`src/rtl/pipeline_hazard_ctrl_pkg.sv`:
```
// Shared types for the pipeline hazard controller: FSM states, operand
// forwarding selects and the in-flight scoreboard entry.
package pipeline_hazard_ctrl_pkg;

  localparam int unsigned REG_W  = 5;
  localparam int unsigned FCNT_W = 2;

  typedef enum logic [1:0] {
    RUN   = 2'b00,
    STALL = 2'b01,
    FLUSH = 2'b10
  } state_t;

  typedef enum logic [1:0] {
    FWD_RF    = 2'b00,
    FWD_EXMEM = 2'b01,
    FWD_MEMWB = 2'b10
  } fwd_sel_t;

  typedef struct packed {
    logic             valid;
    logic [REG_W-1:0] dest;
    logic             is_load;
  } sb_entry_t;

  // A producer one stage ahead in ID sits in MEM during the consumer's EX;
  // the youngest producer wins.
  function automatic fwd_sel_t fwd_pick(input logic [2:0] m);
    fwd_sel_t sel;
    if (m[2])      sel = FWD_EXMEM;
    else if (m[1]) sel = FWD_MEMWB;
    else           sel = FWD_RF;
    return sel;
  endfunction

endpackage

```
`src/rtl/hazard_match.sv`:
```
// Compares one decode-stage source register against the EX/MEM/WB
// scoreboard entries; returns {match_ex, match_mem, match_wb}.
module hazard_match
  import pipeline_hazard_ctrl_pkg::*;
(
  input  logic [REG_W-1:0] src,
  input  logic             src_rd,
  input  logic [2:0]       ent_valid,
  input  logic [REG_W-1:0] ex_dest,
  input  logic [REG_W-1:0] mem_dest,
  input  logic [REG_W-1:0] wb_dest,
  output logic [2:0]       match
);

  logic live;

  // r0 is never a real dependency, so a zero source or zero dest never matches
  always_comb begin
    live     = src_rd && (src != '0);
    match[2] = live && ent_valid[2] && (ex_dest  == src);
    match[1] = live && ent_valid[1] && (mem_dest == src);
    match[0] = live && ent_valid[0] && (wb_dest  == src);
  end

endmodule

```
`src/rtl/pipeline_hazard_ctrl.sv`:
```
// Stall/flush/forwarding control for a 5-stage pipeline. Define
// HAZARD_FORWARD_EN to enable operand forwarding (only load-use stalls).
module pipeline_hazard_ctrl
  import pipeline_hazard_ctrl_pkg::*;
#(
  parameter int unsigned FLUSH_CYCLES = 1,
  parameter int unsigned CNT_W        = 16
) (
  input  logic             clk,
  input  logic             rst_n,
  input  logic             id_valid,
  input  logic [4:0]       id_rs,
  input  logic [4:0]       id_rt,
  input  logic             id_uses_rt,
  input  logic [4:0]       id_dest,
  input  logic             id_reg_write,
  input  logic             id_mem_read,
  input  logic             ex_redirect,
  output logic             stall,
  output logic             bubble,
  output logic             flush,
  output logic [1:0]       fwd_a,
  output logic [1:0]       fwd_b,
  output logic [CNT_W-1:0] stall_count
);

  state_t            state_q, state_d;
  logic [FCNT_W-1:0] fcnt_q, fcnt_d;
  sb_entry_t         ex_q, ex_d, mem_q, mem_d, wb_q, wb_d;
  logic [CNT_W-1:0]  cnt_q, cnt_d;
  logic [2:0]        ent_valid;
  logic [2:0]        match_a, match_b;
  logic              hazard;

  assign ent_valid = {ex_q.valid, mem_q.valid, wb_q.valid};

  hazard_match u_match_a (
    .src       (id_rs),
    .src_rd    (id_valid),
    .ent_valid (ent_valid),
    .ex_dest   (ex_q.dest),
    .mem_dest  (mem_q.dest),
    .wb_dest   (wb_q.dest),
    .match     (match_a)
  );

  hazard_match u_match_b (
    .src       (id_rt),
    .src_rd    (id_valid & id_uses_rt),
    .ent_valid (ent_valid),
    .ex_dest   (ex_q.dest),
    .mem_dest  (mem_q.dest),
    .wb_dest   (wb_q.dest),
    .match     (match_b)
  );

`ifdef HAZARD_FORWARD_EN
  logic     unused_sb;
  fwd_sel_t fwd_a_q, fwd_a_d, fwd_b_q, fwd_b_d;

  assign unused_sb = ^{mem_q.is_load, wb_q.is_load};
  assign hazard    = ex_q.is_load & (match_a[2] | match_b[2]);

  always_comb begin
    fwd_a_d = FWD_RF;
    fwd_b_d = FWD_RF;
    if (!(stall || bubble)) begin
      fwd_a_d = fwd_pick(match_a);
      fwd_b_d = fwd_pick(match_b);
    end
  end

  always_ff @(posedge clk) begin
    if (!rst_n) begin
      fwd_a_q <= FWD_RF;
      fwd_b_q <= FWD_RF;
    end else begin
      fwd_a_q <= fwd_a_d;
      fwd_b_q <= fwd_b_d;
    end
  end

  assign fwd_a = fwd_a_q;
  assign fwd_b = fwd_b_q;
`else
  logic unused_sb;

  assign unused_sb = ^{ex_q.is_load, mem_q.is_load, wb_q.is_load};
  assign hazard    = (|match_a) | (|match_b);
  assign fwd_a     = FWD_RF;
  assign fwd_b     = FWD_RF;
`endif

  // The redirect cycle itself bubbles the wrong-path ID instruction; the
  // FLUSH state then holds flush for FLUSH_CYCLES cycles.
  always_comb begin
    state_d = state_q;
    fcnt_d  = fcnt_q;
    stall   = 1'b0;
    bubble  = 1'b0;
    flush   = 1'b0;
    case (state_q)
      FLUSH: begin
        flush  = 1'b1;
        bubble = 1'b1;
        if (ex_redirect)         fcnt_d  = FCNT_W'(FLUSH_CYCLES - 1);
        else if (fcnt_q == '0)   state_d = RUN;
        else                     fcnt_d  = fcnt_q - FCNT_W'(1);
      end
      default: begin
        if (ex_redirect) begin
          state_d = FLUSH;
          fcnt_d  = FCNT_W'(FLUSH_CYCLES - 1);
          bubble  = 1'b1;
        end else if (hazard) begin
          state_d = STALL;
          stall   = 1'b1;
          bubble  = 1'b1;
        end else begin
          state_d = RUN;
        end
      end
    endcase
    if (!rst_n) begin
      stall  = 1'b0;
      bubble = 1'b0;
      flush  = 1'b0;
    end
  end

  always_comb begin
    ex_d.valid   = id_valid & id_reg_write & ~bubble & ~flush;
    ex_d.dest    = id_dest;
    ex_d.is_load = id_mem_read;
    mem_d        = ex_q;
    wb_d         = mem_q;
    cnt_d        = (stall && (cnt_q != '1)) ? cnt_q + CNT_W'(1) : cnt_q;
  end

  always_ff @(posedge clk) begin
    if (!rst_n) begin
      state_q <= RUN;
      fcnt_q  <= '0;
      ex_q    <= '0;
      mem_q   <= '0;
      wb_q    <= '0;
      cnt_q   <= '0;
    end else begin
      state_q <= state_d;
      fcnt_q  <= fcnt_d;
      ex_q    <= ex_d;
      mem_q   <= mem_d;
      wb_q    <= wb_d;
      cnt_q   <= cnt_d;
    end
  end

  assign stall_count = cnt_q;

endmodule

```
`config.mk`:
```
export PLATFORM = sky130hd
export DESIGN_NAME = pipeline_hazard_ctrl
export DESIGN_NICKNAME = d
export VERILOG_FILES = /design/src/rtl/pipeline_hazard_ctrl_pkg.sv /design/src/rtl/hazard_match.sv /design/src/rtl/pipeline_hazard_ctrl.sv
export SDC_FILE = /design/constraint.sdc
export NUM_CORES = 1
export LEC_CHECK = 0
export BUFFER_PORTS_ARGS = -buffer_cell sky130_fd_sc_hd__buf_2
export CAP_MARGIN = 10
export CORE_AREA = 3 3 79 81
export DETAILED_ROUTE_END_ITERATION = 6
export DIE_AREA = 0 0 82 84
export PLACE_DENSITY = 0.59
export SYNTH_ARGS = -nofsm -noshare
export SYNTH_HDL_FRONTEND = slang
export SYNTH_SLANG_ARGS = --single-unit
```
`constraint.sdc`:
```
create_clock -name clk -period 4.5 [get_ports clk]
set_clock_uncertainty 0.15 [all_clocks]
set_input_delay 0.9 -clock clk [delete_from_list [all_inputs] [get_ports clk]]
set_output_delay 0.9 -clock clk [all_outputs]
set_load 0.02 [all_outputs]
```
==> results by group, run 1 <==
Run status
  • Status: complete, no violations

Detailed routing
  • Wire per inst: 13.5 um
  • Number of detailed-route iterations in the first pass: 5
  • DRC: 0
  • Routed Antenna Nets: 0
  • Via count: 1616
  • DR iter-0 viols: 115
  • Post-Route WL: 4.43 mm
  • Vias/cell: 4.91

Min path
  • HP Class: flip-flop to flip-flop

Finish
  • Fill cells: 582
  • Register area: 761 um^2
  • # diodes: 0
  • Nets@finish: 280
  • Area grow syn2layout: 18.5%
  • Share of layout cells above drive strength 1: 0.202
  • Multi-input gate area: 1110 um^2
  • Post-route design area: 2300 um^2

Power and ir drop
  • Net Switching: 0.000159 W
  • Cell Int Power: 0.000530 W
  • Net Sw Frac: 0.230
  • P_leak: 1.07 nW
  • VDD IR max: 132 uV
  • Clock Power Share: 0.412
  • Power after layout: 0.000689 W
  • Sequential Power Share: 0.505
  • Comb power frac: 0.083
  • Power per standard cell area: 300 nW/um^2

Yosys
  • Yosys reg bits: 38
  • Post-Syn Area: 1940 um^2
  • Yosys warns: 0
  • Syn Area/Cell: 8.97 um^2
  • Sequential fraction of the synthesis area: 0.393
  • Synth async-reset ratio: 0
  • Number of enable flip-flop cells after synthesis: 0
  • Synth unique cells: 44
  • Mapped Cells: 216
  • Main synth FF type: dfxtp_1

CTS
  • Max Buffers Root-to-Sink: 2
  • Hold-fix buffers, CTS: 0
  • Root Driver: clkbuf_8
  • TritonCTS buffer count: 5
  • PostCTS Resize Cnt: 0
  • CTS tree: built
  • Clock net sink count: 38
  • Post-CTS Setup Repair Bufs: 0
  • Reg clk slew, reported paths: 0.08 ns
  • H-tree depth: 2
  • Skew-Pair Late Insertion Delay: 0.29 ns

Place
  • Pre-CTS setup slack: 0.864 ns
  • GPL Wtd Cong: 0.753
  • Final HPWL DP: 3.28 mm
  • I/O Buffers: 39
  • Post-placement cell area: 2190 um^2

Floorplan
  • Initial core utilization: 0.350
  • FP Rows: 27
  • Die W: 82 um
  • I/O Pins: 45
  • Die Y: 84 um
  • Core Footprint: 5540 um^2
  • Die area: 6890 um^2

Setup path
  • Worst Setup End Kind: output port
  • Crit Path Class: input port to output port
  • Startpoint types: input port
  • Worst path cell trace: buf_2, or4_1, o211ai_1, inv_1, o31ai_1, nand2_1, o31a_1, buf_2
  • Worst path most repeated cell: buf_2
  • CP max stage delay: 0.50 ns
  • Worst EP required: 3.45 ns
  • Worst endpoint data arrival time: 2.57 ns
  • Slowest-stage cell, CP: or4_1
  • Maximum fanout along the worst path: 4

STA
  • Fin crit period: 3.62 ns
  • Slew Viols, Final: 0
  • Setup TNS: 0 ns
  • Worst-Margin Slew: 0.557 ns
  • Setup WS post-layout: 0.878 ns
  • Final hold violations: 0
  • Final cycle utilization of the critical path: 0.805
  • # setup viols final: 0
  • FMAX: 276 MHz
  • Slew HR: 0.624
  • RSZ-0062 raised after global routing: false

Global routing
  • Largest net degree at the start of global routing: 34
  • Vias in the first global route: 1507
  • First-pass GRT wire length: 7.07 mm
  • GRT Util Overall: 0.133
  • Initial antenna violation count: 0
  • Grt total ovfl: 0

Job
  • Max Cap Viol: 0
==> worst max-delay path: cells and delay by family <==
kind,cells,cell delay [ns]
AOI/OAI and AO/OA,3,0.61
buffers and inverters,3,0.38
and+or+nand+nor,2,0.68
==> sequential cells by signal (all words and copies together), names as in the netlist <==
register	flops
stall_count	16
ex_q	5
mem_q	5
wb_q	5
ent_valid	3
fcnt_q	2
state_q	2
==> worst paths after layout <==
path,start,end,slack (ns),depth (start not counted)
setup / recovery,id_rt[3],bubble,0.88,8
hold / removal,ent_valid[1],ent_valid[0],0.33,1
setup reg to reg,wb_q[1],stall_count[6],2.03,7
hold reg to reg,ent_valid[1],ent_valid[0],0.33,1
==> cells in the final DEF, fill, tap and decap left out, types with 2 or more instances in the layout <==
cell type  count
inv_1          5
nand4b_1       2
xnor2_1        9
buf_2         39
clkbuf_8       5
nand4_1        5
or4_1          2
o21ai_0        4
clkinv_2       2
ha_1           2
nand2_1       16
a21oi_1        6
nor2_1         8
nand3b_1       2
a211oi_1       2
and3_1        12
and4_1         3
or3_1          2
nor4_1         6
dfxtp_1       38
mux2i_1        6
o31ai_1        2
nor2b_1        2
conb_1         4
xor2_1        24
and2_1        21
nand3_1        3
nand2b_1       7
==> power by group through the flow <==
stage / clock network (W) / registers [W] / logic (W)
after global placement: 0 / 0.000356 / 0.0000565
after CTS: 0.000295 / 0.000348 / 0.0000578
final: 0.000284 / 0.000348 / 0.0000571
after floorplan: 0 / 0.000355 / 0.0000366
after global routing: 0.000305 / 0.000349 / 0.0000633
after detailed placement: 0 / 0.000356 / 0.0000577
==> cell families (layout without fill, tap and decap cells) <==
family / count (synthesis) / in the layout / share of synthesized area
flip-flops: 38 / 38 / 0.393
other: 1 / 4 / 0.00193
adder cells (fa/ha/maj): 2 / 2 / 0.0129
multiplexers: 6 / 6 / 0.0310
buffers and inverters: 17 / 55 / 0.0413
AO/OA/AOI/OAI: 23 / 23 / 0.0820
XOR/XNOR: 33 / 33 / 0.149
AND/OR/NAND/NOR: 96 / 96 / 0.289
==> Yosys cell counts (5+ instances only) <==
| library cell | count | area share |
|---|---|---|
| dfxtp_1 | 38 | 0.39 |
| xor2_1 | 24 | 0.11 |
| and2_1 | 21 | 0.068 |
| nand2_1 | 16 | 0.031 |
| and3_1 | 12 | 0.039 |
| xnor2_1 | 9 | 0.041 |
| nor2_1 | 8 | 0.015 |
| nand2b_1 | 7 | 0.023 |
| a21oi_1 | 6 | 0.015 |
| mux2i_1 | 6 | 0.031 |
| nor4_1 | 6 | 0.019 |
| clkbuf_1 | 5 | 0.0097 |
| inv_1 | 5 | 0.0097 |
| nand4_1 | 5 | 0.016 |
==> through the flow <==
| step | std cells | hold slack (ns) | utilization |
|---|---|---|---|
| after global routing | 329 | 0.368 | 0.415 |
| after CTS | 329 | 0.330 | 0.415 |
| after global placement | 321 | 0.306 | 0.395 |
| after detailed placement | 321 | 0.308 | 0.395 |
| final | 329 | 0.328 | 0.415 |
| after floorplan | 219 | 0.286 | - |
==> final cells by class <==
class,count,share of cell area
multi-input combinational,164,0.483
sequential,38,0.331
timing repair buffer,40,0.0882
tap,72,0.0392
clock buffer,5,0.0300
clock inverter,3,0.0174
inverter,7,0.0114
==> layer usage <==
layer  share of wire  GRT usage  vias up
li1                -          -      817
met1            0.47      0.181      758
met2            0.47      0.201       36
met3           0.045     0.0238        5
met4           0.017     0.0589        0
met5               0          0        -
Note: power is estimated with default switching activity, not from simulation.
==> inputs of run 2 (changes only) <==
Settings changed: ABC_AREA set to 1, CORE_AREA 3 3 79 81 to 3 3 86 88, DIE_AREA 0 0 82 84 to 0 0 89 91, PLACE_DENSITY 0.59 to 0.58.
Clock period 4.5 ns to 3.56 ns, I/O delays scaled along.
==> run 2 against run 1 <==
Compared with the run above:
- non-clock buffer count unchanged
- core utilization down 2.1 points
- global-route usage increased by 0.13 points
- routed wire length grew 20%
- area after synthesis is 20% higher
- hold slack worse by 0.029 ns
- sequential share of layout area is 4.4 points lower
- sequential cell count stayed put
- sequential power rose by 26%
- highest routed layer unchanged
==> results by group, run 2 <==
CTS
  • Max Buffers Root-to-Sink: 2
  • Root Driver: clkbuf_8
  • H-tree depth: 2
  • CTS tree: built
  • Clock net sink count: 38
  • Skew-Pair Late Insertion Delay: 0.29 ns
  • Reg clk slew, reported paths: 0.07 ns
  • PostCTS Resize Cnt: 0
  • TritonCTS buffer count: 5
  • Post-CTS Setup Repair Bufs: 0
  • Hold-fix buffers, CTS: 0

Yosys
  • Mapped Cells: 365
  • Synth top cells by count: 122 x nand2_1, 48 x inv_1, 43 x nor2_1
  • Synth async-reset ratio: 0
  • Yosys top cell area share: 0.328
  • Synth area leaders: dfxtp_1 33%, nand2_1 20%, inv_1 7.8%, nor2_1 7.0%, nand4_1 4.6%
  • Post-Syn Area: 2320 um^2
  • Most frequent cell after synthesis: nand2_1
  • Yosys reg bits: 38
  • Syn Area/Cell: 6.36 um^2
  • Number of enable flip-flop cells after synthesis: 0
  • Main synth FF type: dfxtp_1
  • Sequential fraction of the synthesis area: 0.328
  • Yosys warns: 0
  • Post-synth top area cell: dfxtp_1
  • Synth unique cells: 33

Floorplan
  • I/O Pins: 45
  • Die Y: 91 um
  • Core Footprint: 6720 um^2
  • Die area: 8100 um^2
  • Initial core utilization: 0.346
  • FP Rows: 30
  • Die W: 89 um

Global routing
  • GRT Util Overall: 0.134
  • Vias in the first global route: 1926
  • Grt total ovfl: 0
  • First-pass GRT wire length: 8.69 mm
  • Initial antenna violation count: 0
  • Largest net degree at the start of global routing: 23

STA
  • # setup viols final: 0
  • Final cycle utilization of the critical path: 0.783
  • Setup WS post-layout: 0.774 ns
  • RSZ-0062 raised after global routing: false
  • Final hold violations: 0
  • Setup TNS: 0 ns
  • FMAX: 359 MHz
  • Slew Viols, Final: 0
  • Fin crit period: 2.79 ns

Power and ir drop
  • Cell Int Power: 0.000594 W
  • P_leak: 1.39 nW
  • VDD IR max: 136 uV
  • Net Sw Frac: 0.262
  • Comb power frac: 0.111
  • Net Switching: 0.000210 W
  • Clock Power Share: 0.342
  • Sequential Power Share: 0.547
  • Power per standard cell area: 304 nW/um^2

Finish
  • Area grow syn2layout: 14.0%
  • Most frequent cells in the layout: 122 x nand2_1, 48 x inv_1, 43 x nor2_1
  • # diodes: 0
  • Register area: 761 um^2
  • Multi-input gate area: 1280 um^2
  • Final Util: 0.394
  • Share of layout cells above drive strength 1: 0.176
  • Max reg flops: 16
  • Fill cells: 721
  • Most common cell after layout, fill and taps aside: nand2_1
  • Nets@finish: 428

Setup path
  • Maximum fanout along the worst path: 18
  • Worst EP required: 2.70 ns
  • Crit Path Class: input port to output port
  • Worst endpoint data arrival time: 1.92 ns
  • Startpoint types: input port
  • Worst Setup End Kind: output port

Min path
  • HP Class: flip-flop to flip-flop

Detailed routing
  • Vias/cell: 4.60
  • Post-Route WL: 5.31 mm
  • Wire per inst: 11.0 um
  • DRC: 0
  • Via count: 2227
  • Routed Antenna Nets: 0
  • DR iter-0 viols: 103
  • Number of detailed-route iterations in the first pass: 4

Place
  • GPL Wtd Cong: 0.869
  • I/O Buffers: 39
  • Pre-CTS setup slack: 0.782 ns
  • Final HPWL DP: 4.10 mm

Job
  • Max Cap Viol: 0

Run status
  • Status: complete, no violations
[run 2: through the flow]
| stage | instances | hold WS (ns) | cell area (um^2) | total power (W) |
|---|---|---|---|---|
| after CTS | 484 | 0.305 | 2650 | 0.000821 |
| after global placement | 477 | 0.277 | 2570 | 0.000540 |
| after floorplan | 368 | 0.267 | 2330 | 0.000510 |
| after global routing | 484 | 0.330 | 2650 | 0.000849 |
| final | 484 | 0.299 | 2650 | 0.000805 |
| after detailed placement | 477 | 0.294 | 2570 | 0.000540 |
[run 2: path summary, 6_finish.rpt]
check | startpoint | endpoint | slack, ns | cells after the start
max | id_rt[4] | bubble | 0.77 | 12
min | mem_q[2] | wb_q[2] | 0.30 | 2
max reg2reg | stall_count[0] | stall_count[1] | 1.47 | 8
min reg2reg | mem_q[2] | wb_q[2] | 0.30 | 2
[run 2: power by group through the flow]
stage	Sequential [W]	Clock (W)	Combinational [W]
after floorplan	0.000448	0	0.0000625
after global placement	0.000450	0	0.0000894
after detailed placement	0.000450	0	0.0000900
after CTS	0.000440	0.000290	0.0000905
after global routing	0.000441	0.000305	0.000102
final	0.000440	0.000275	0.0000894
[run 2: area by class of cell]
type                    count  share of cell area
well taps                  80              0.0378
flip-flops and latches     38               0.287
inverters                  60              0.0851
multi-input cells         259               0.483
repair buffers             40              0.0766
clock inverters             2             0.00378
clock buffers               5              0.0260
[run 2: kinds of logic (layout without fill, tap and decap cells)]
kind of cell / Yosys count / after routing / synth area share
other cells: 1 / 4 / 0.00161
fa+ha+maj: 2 / 2 / 0.0108
compound gates: 26 / 26 / 0.0582
xor+xnor: 13 / 13 / 0.0490
buf+inv: 71 / 107 / 0.126
simple gates: 214 / 214 / 0.427
flops: 38 / 38 / 0.328
[run 2: critical path: stages]
cell and delay [ns]:
buf_2 0.14, nand2_1 0.07, clkinv_1 0.05, nor2_1 0.11
nor2_1 0.05, nand3_1 0.10, nand3_2 0.09, nand2_4 0.11
nand2_8 0.11, o21ai_0 0.16, inv_1 0.05, buf_2 0.15
[run 2: per-layer routing]
layer,up-vias,GRT usage,share of wire
li1,1203,-,-
met1,957,0.176,0.47
met2,56,0.207,0.44
met3,11,0.0408,0.067
met4,0,0.0484,0.021
met5,-,0,0
==> inputs of run 3 (changes only) <==
Settings changed: ABC_AREA 1 to 0, CORE_AREA 3 3 86 88 to 3 3 79 81, DIE_AREA 0 0 89 91 to 0 0 82 84, PLACE_DENSITY 0.58 to 0.61.
Clock period 3.56 ns to 2.55 ns, I/O delays scaled along.
==> run 3 against run 2 <==
Compared with the run above:
- the run now ends with negative setup slack left
- count of clock-buffer cells in the layout increased by 2
- total power grew 44%
- core utilization is 6.5 points higher
- via count is 23% lower
- highest routed layer unchanged
==> results by group, run 3 (synthesis results as in run 1) <==
Run status
  • Status: finished with violations
  • Failing checks: negative setup slack

Setup path
  • Worst path cell trace: buf_6, or4_4, o211ai_1, inv_1, o31ai_4, nand2_2, o31a_1, buf_6
  • Maximum fanout along the worst path: 3
  • RR Startpoint: mem_q[3]
  • Worst EP required: 1.89 ns
  • Startpoint types: input port
  • Reg2Reg Depth: 8
  • Worst r2r dst: stall_count[6]
  • Reg2Reg Setup Slack: 0.15 ns
  • Worst setup path start: id_rt[0]
  • CP max stage delay: 0.52 ns
  • End of the critical path: bubble
  • Worst endpoint data arrival time: 2.10 ns
  • Worst path most repeated cell: buf_6
  • Slowest-stage cell, CP: or4_4
  • Worst Setup End Kind: output port
  • Crit Path Class: input port to output port

Global routing
  • Largest net degree at the start of global routing: 34
  • Grt total ovfl: 0
  • GRT Util Overall: 0.140
  • Initial antenna violation count: 0
  • First-pass GRT wire length: 7.58 mm
  • Vias in the first global route: 1611

Floorplan
  • FP Rows: 27
  • Core Footprint: 5540 um^2
  • Die W: 82 um
  • I/O Pins: 45
  • Initial core utilization: 0.350
  • Die area: 6890 um^2
  • Die Y: 84 um

Place
  • Pre-CTS setup slack: -0.279 ns
  • Final HPWL DP: 3.49 mm
  • GPL Wtd Cong: 0.793
  • I/O Buffers: 39

Finish
  • Most common cell after layout, fill and taps aside: dfxtp_1
  • Share of layout cells above drive strength 1: 0.292
  • Area grow syn2layout: 31.2%
  • # diodes: 0
  • Nets@finish: 304
  • Most frequent cells in the layout: 38 x dfxtp_1, 35 x buf_2, 24 x xor2_1
  • Max reg flops: 16
  • Fill cells: 568

CTS
  • Clock net sink count: 38
  • H-tree depth: 2
  • Root Driver: clkbuf_8
  • Max Buffers Root-to-Sink: 2
  • TritonCTS buffer count: 5
  • Hold-fix buffers, CTS: 0
  • Reg clk slew, reported paths: 0.07 ns
  • CTS tree: built
  • Skew-Pair Late Insertion Delay: 0.29 ns

Detailed routing
  • DR iter-0 viols: 107
  • Vias/cell: 4.87
  • Number of detailed-route iterations in the first pass: 4
  • Via count: 1718
  • Routed Antenna Nets: 0
  • DRC: 0
  • Post-Route WL: 4.65 mm
  • Wire per inst: 13.2 um

STA
  • Slew Viols, Final: 0
  • Final cycle utilization of the critical path: 1.08
  • Worst-Margin Slew: 0.493 ns
  • Fin crit period: 2.76 ns
  • Slew HR: 0.667
  • RSZ-0062 raised after global routing: true
  • Setup WS post-layout: -0.207 ns
  • Final hold violations: 0
  • Setup TNS: -0.378 ns
  • FMAX: 363 MHz
  • # setup viols final: 2

Job
  • Max Cap Viol: 0

Power and ir drop
  • VDD IR max: 218 uV
  • Power per standard cell area: 455 nW/um^2
  • P_leak: 1.19 nW

Min path
  • HP Class: input port to flip-flop
-- run 3: cell types whose count changed in the layout (fill, tap and decap cells not counted), moves of 6 or more --
cell	before	now
nand4_1	17	5
nand2b_1	0	7
nand3_1	16	3
xor2_1	6	24
and2_1	0	21
and3_1	0	11
nor2_1	43	8
inv_2	11	0
mux2i_1	0	6
inv_1	48	5
buf_4	1	23
nand2_1	122	15
a21oi_1	17	5
-- run 3: worst min path at each step --
stage / end / startpoint / depth (start not counted) / slack (ns)
after floorplan: ent_valid[0] / ent_valid[1] / 1 / 0.29
after global placement: ent_valid[0] / ent_valid[1] / 1 / 0.30
after detailed placement: ent_valid[0] / ent_valid[1] / 1 / 0.31
after CTS: ex_q[2] / id_dest[1] / 2 / 0.26
after global routing: ex_q[3] / id_dest[2] / 2 / 0.27
final: ex_q[3] / id_dest[2] / 2 / 0.27
-- run 3: timing repair --
item | in CTS | in global routing
endpoints found under the setup margin | 2 | 14
buffers inserted | 2 | 2
pin swaps | 1 | 10
resized for setup | 5 | 16
-- run 3: power by group --
group	internal (W)	switching [W]	leakage [nW]	total, W
Clock	0.000218	0.000205	0.0482	0.000423
Combinational	0.0000600	0.0000608	0.837	0.000121
Sequential	0.000604	0.0000104	0.309	0.000615
Total	0.000882	0.000276	1.19	0.00116
-- run 3: area by class of cell --
cell class / instances / area (um^2) / area share
tap: 72 / 90.1 / 0.0354
multi-input combinational: 164 / 1150 / 0.454
timing repair buffer: 64 / 419 / 0.165
clock buffer: 7 / 86.3 / 0.0339
inverter: 7 / 28.8 / 0.0113
sequential: 38 / 761 / 0.299
clock inverter: 1 / 5.00 / 0.00197
-- run 3: metal layers --
| metal | track usage | vias to the layer above | part of all wire |
|---|---|---|---|
| met5 | 0 | - | 0 |
| met4 | 0.0529 | 0 | 0.022 |
| met3 | 0.0313 | 7 | 0.035 |
| met2 | 0.212 | 34 | 0.47 |
| met1 | 0.189 | 810 | 0.47 |
| li1 | - | 867 | - |
-- run 3: critical path, delay by kind of cell --
kind	cells	cell delay (ns)
buf+inv	3	0.36
simple gates	2	0.62
compound gates	3	0.62
-- run 3: through the flow --
step                      instance area [um^2]   util  power (W)  hold WS [ns]  std cells
final                                     2540  0.459    0.00116         0.273        353
after global routing                      2540  0.459    0.00121         0.267        353
after CTS                                 2470  0.446    0.00117         0.264        352
after detailed placement                  2350  0.423   0.000740         0.312        342
after global placement                    2350  0.423   0.000738         0.305        342
after floorplan                           1950      -   0.000691         0.286        219
